<file path="src/rtl/freelist.sv">
// Circular list of free physical register tags feeding the rename stage.
// Optional macro FREELIST_BYPASS_EN forwards a retiring tag straight to dispatch when the list is empty.
module freelist #(
    parameter int PHYS_REG_SZ = 64,
    parameter int ARCH_REG_SZ = 32,
    localparam int PW    = $clog2(PHYS_REG_SZ),
    localparam int FL_SZ = PHYS_REG_SZ - ARCH_REG_SZ,
    localparam int HW    = $clog2(FL_SZ),
    localparam int CW    = $clog2(FL_SZ) + 1
) (
    input  logic          clock,
    input  logic          reset,
    input  logic          dispatch_en,
    input  logic          retire_en,
    input  logic [PW-1:0] retire_t_old,
    output logic [PW-1:0] t_out,
    output logic          t_out_valid,
    output logic [CW-1:0] free_cnt,
    output logic          overflow_err
);

    logic [PW-1:0] entries [FL_SZ];
    logic [HW-1:0] head;
    logic [HW-1:0] tail;
    logic [CW-1:0] count;

    logic empty;
    logic full;
    logic pop_done;
    logic push_done;
    logic push_drop;

    function automatic logic [HW-1:0] next_ptr(input logic [HW-1:0] p);
        return (p == HW'(FL_SZ - 1)) ? '0 : p + 1'b1;
    endfunction

    // count alone decides full/empty; head == tail is ambiguous
    always_comb begin
        empty     = (count == '0);
        full      = (count == CW'(FL_SZ));
        pop_done  = dispatch_en && !empty;
        push_drop = retire_en && full && !dispatch_en;
`ifdef FREELIST_BYPASS_EN
        push_done = retire_en && (!full || dispatch_en) && !(empty && dispatch_en);
        if (empty && retire_en) begin
            t_out       = retire_t_old;
            t_out_valid = 1'b1;
        end else begin
            t_out       = entries[head];
            t_out_valid = !empty;
        end
`else
        push_done   = retire_en && (!full || dispatch_en);
        t_out       = entries[head];
        t_out_valid = !empty;
`endif
    end

    assign free_cnt = count;

    // When full, a simultaneous pop frees the head slot, which is the one tail overwrites
    always_ff @(posedge clock) begin
        if (reset) begin
            for (int i = 0; i < FL_SZ; i++) begin
                entries[i] <= PW'(ARCH_REG_SZ + i);
            end
            head         <= '0;
            tail         <= '0;
            count        <= CW'(FL_SZ);
            overflow_err <= 1'b0;
        end else begin
            if (push_done) begin
                entries[tail] <= retire_t_old;
                tail          <= next_ptr(tail);
            end
            if (pop_done) begin
                head <= next_ptr(head);
            end
            count <= count + CW'(push_done) - CW'(pop_done);
            if (push_drop) begin
                overflow_err <= 1'b1;
            end
        end
    end

endmodule

</file>
<file path="config.mk">
export PLATFORM = sky130hd
export DESIGN_NAME = freelist
export DESIGN_NICKNAME = d
export VERILOG_FILES = /design/src/rtl/freelist.sv
export SDC_FILE = /design/constraint.sdc
export NUM_CORES = 1
export LEC_CHECK = 0
export CORE_AREA = 4 4 141 143
export DETAILED_ROUTE_END_ITERATION = 8
export DIE_AREA = 0 0 145 147
export PLACE_DENSITY = 0.8
export SKIP_LAST_GASP = 1
export SLEW_MARGIN = 10
export SYNTH_ARGS = -nofsm -noshare
export SYNTH_HDL_FRONTEND = slang
export SYNTH_SLANG_ARGS = --single-unit
</file>
<file path="constraint.sdc">
create_clock -name clock -period 2.7 [get_ports clock]
set_input_delay 0.54 -clock clock [delete_from_list [all_inputs] [get_ports clock]]
set_output_delay 0.54 -clock clock [all_outputs]
set_load 0.01 [all_outputs]
</file>
==> metrics <==
status=finished with violations; failing checks=setup timing; floorplan row count=50; vias in the first global route=between 7000 and 8000; Synth top area share=a little under three fifths; final worst path period need=roughly 2.9 ns; pwr dens=about 700 mW/mm²; sequential area share after synthesis=between 60% and 70%; drt first pass iters=5; DRC=0; peak supply drop=~0.57 mV; Main synth FF type=edfxtp_1; fin util=approximately 64%; post-synthesis register bit count=approximately 210; WL/cell=22.64 µm; ANT cells=0; drt total wl=25130 µm; Required @ worst endpoint=roughly 2.2 ns; Remaining Overflow, GRT=0; Yosys Warn Count=0; Final Cycle Share=108.9%; CTS sink cnt=around 210; Slew HR=between 50% and 60%; Clk Latency, worst-skew pair=between 0.5 and 0.6 ns; GPL Wtd Cong=0.8982; antenna viol nets, final=0; number of fill cells in the layout=1320; Initial Util=a little over half; crit end category=output port; GRT Overall Usage=a little under a quarter; nets=between 800 and 900; Num CTS Buffers=23; post-synth top area cell=edfxtp_1; FF-to-FF path depth=11; RSZ-0062 raised after global routing=yes; hold path cells=2; synth top area cells=edfxtp_1, mux2i_1, dfxtp_1; DR vias=approximately 7000; DR vias/cell=~6.3; final setup TNS=-1.238 ns; endpoints failing setup=6; IO buf count=23; Synth cell types=between 50 and 60; Syn Area/Cell=between 10 and 15 µm²; CTS tree=built; Post-Synthesis Cells=~810; top post-synthesis cells by count=edfxtp_1, nand2_1, nand3_1; kind of start point of the critical path=flip-flop; Slew Limit Fails=0; layout cell share with drive strength beyond 1=between 20% and 30%; worst path arrival time=approximately 2.4 ns; max-capacitance violation count=0; CP Class=reg2out; Max FO, Critical Path=8; Die W=145 µm; Die Y=between 100 and 150 µm; count leader, synth=edfxtp_1; IO Pins=24; largest net degree at the start of global routing=33; class of the worst hold path=reg2reg; worst slew pin tran=0.7423 ns; H-Tree Depth=1; Post-synth EDFFs=roughly 190; asr flop ratio synth=0%; initial DRC count=roughly 940; floorplan core area=~0.019 mm²; hpwl dp=approximately 17000 µm; Worst-path clk slew=0.06 ns; DIE AREA=~0.021 mm²; final setup skew=~0.026 ns; Synth Cell Area=just over 0.01 mm²; initial antenna violation count=0; max frequency=approximately 340 MHz; Hold Vio Cnt, Final=0; Mapped Nets=roughly 840; leakage=about 3.7 nW; first-pass GRT wire length=between 30000 and 40000 µm; CTS Buffer Depth=3; Setup WS post-layout=-0.2416 ns; P&R area growth vs syn=17.02%; design area=0.01188 mm²; PnR Total Power=about 8.3 mW; CTS Root Buffer Type=clkbuf_16; Post-DP Area=around 0.011 mm²
[placed cells by master, fill, tap and decap left out, types with 5 or more instances in the layout]
cell type	n
dfxtp_1	20
buf_4	64
buf_6	8
clkdlybuf4s50_1	17
clkinv_2	6
nand2b_1	9
a21oi_1	21
a22oi_1	12
o21ai_0	13
mux4_2	21
nand2_1	79
nor3_1	35
nor2_1	63
ha_1	16
or3_1	30
inv_1	17
edfxtp_1	192
or2_2	13
buf_12	10
clkbuf_16	24
a221oi_2	5
a22o_1	6
mux2i_1	50
nand3_1	66
[per-stage QoR]
| step | worst slack (ns) | hold WS (ns) | cells |
|---|---|---|---|
| 2_1_floorplan | 0.08725 | 0.4547 | 808 |
| 3_3_place_gp | -0.2152 | 0.4681 | 1064 |
| 3_5_place_dp | -0.2810 | 0.4645 | 1064 |
| 4_1_cts | -0.2662 | 0.4824 | 1106 |
| 5_1_grt | -0.2960 | 0.5132 | 1110 |
| 6_report | -0.2416 | 0.4780 | 1110 |
[worst max-delay path, cell delays in order (launching register included)]
cell and delay [ns]:
dfxtp_4 0.37, buf_12 0.14, buf_12 0.14, buf_6 0.11, mux4_2 0.54, a221oi_4 0.32
nand3_2 0.13, buf_6 0.15
[repair_timing]
action,in CTS,in global routing
gates resized for setup,56,11
gates cloned,1,0
pin swaps,8,6
hold buffers,0,0
setup buffers,1,5
endpoints found under the setup margin,6,8
[where the power goes]
part | internal (mW) | switching, mW | total (mW)
registers | 3.71 | 0.0861 | 3.80
clock network | 1.86 | 1.26 | 3.11
logic | 0.655 | 0.755 | 1.41
[routing by layer]
metal	GRT usage (%)	wire length, µm	vias to the layer above
li1	-	-	3109
met1	30.25	9528	3393
met2	39.01	12140	427
met3	4.473	2501	84
met4	9.406	957	0
met5	0	0	-
[registers in the layout, summed over array words and instances (netlist names), named ones only]
| register | flops |
|---|---|
| overflow_err | 1 |
| free_cnt | 6 |
| tail | 5 |
| entries | 192 |
| head | 5 |
[layout make-up]
type / count / area, µm² / area share [%]
Clock buffer: 28 / 635.6 / 5.350
Clock inverter: 12 / 108.9 / 0.9162
Inverter: 17 / 63.81 / 0.5371
Multi-Input combinational cell: 505 / 3621 / 30.48
Sequential cell: 214 / 6213 / 52.30
Tap cell: 234 / 292.8 / 2.464
Timing Repair Buffer: 100 / 945.9 / 7.961
[path summary, 6_finish.rpt]
path	startpoint	endpoint	slack (ns)
setup / recovery	flip-flop	t_out[2]	-0.24
hold / removal	overflow_err$_SDFFE_PP0P_	overflow_err$_SDFFE_PP0P_	0.48
setup reg to reg	free_cnt[2]$_SDFF_PP0_	free_cnt[5]$_SDFF_PP1_	0.17
hold reg to reg	overflow_err$_SDFFE_PP0P_	overflow_err$_SDFFE_PP0P_	0.48
[kinds of logic after synthesis]
logic type / share of synthesized area [%]
compound gates: 5.237
xor+xnor: 0.2588
fa+ha+maj: 2.169
buf+inv: 4.128
flops: 61.12
mux: 10.70
simple gates: 16.39
Note: power is estimated with default switching activity, not from simulation.
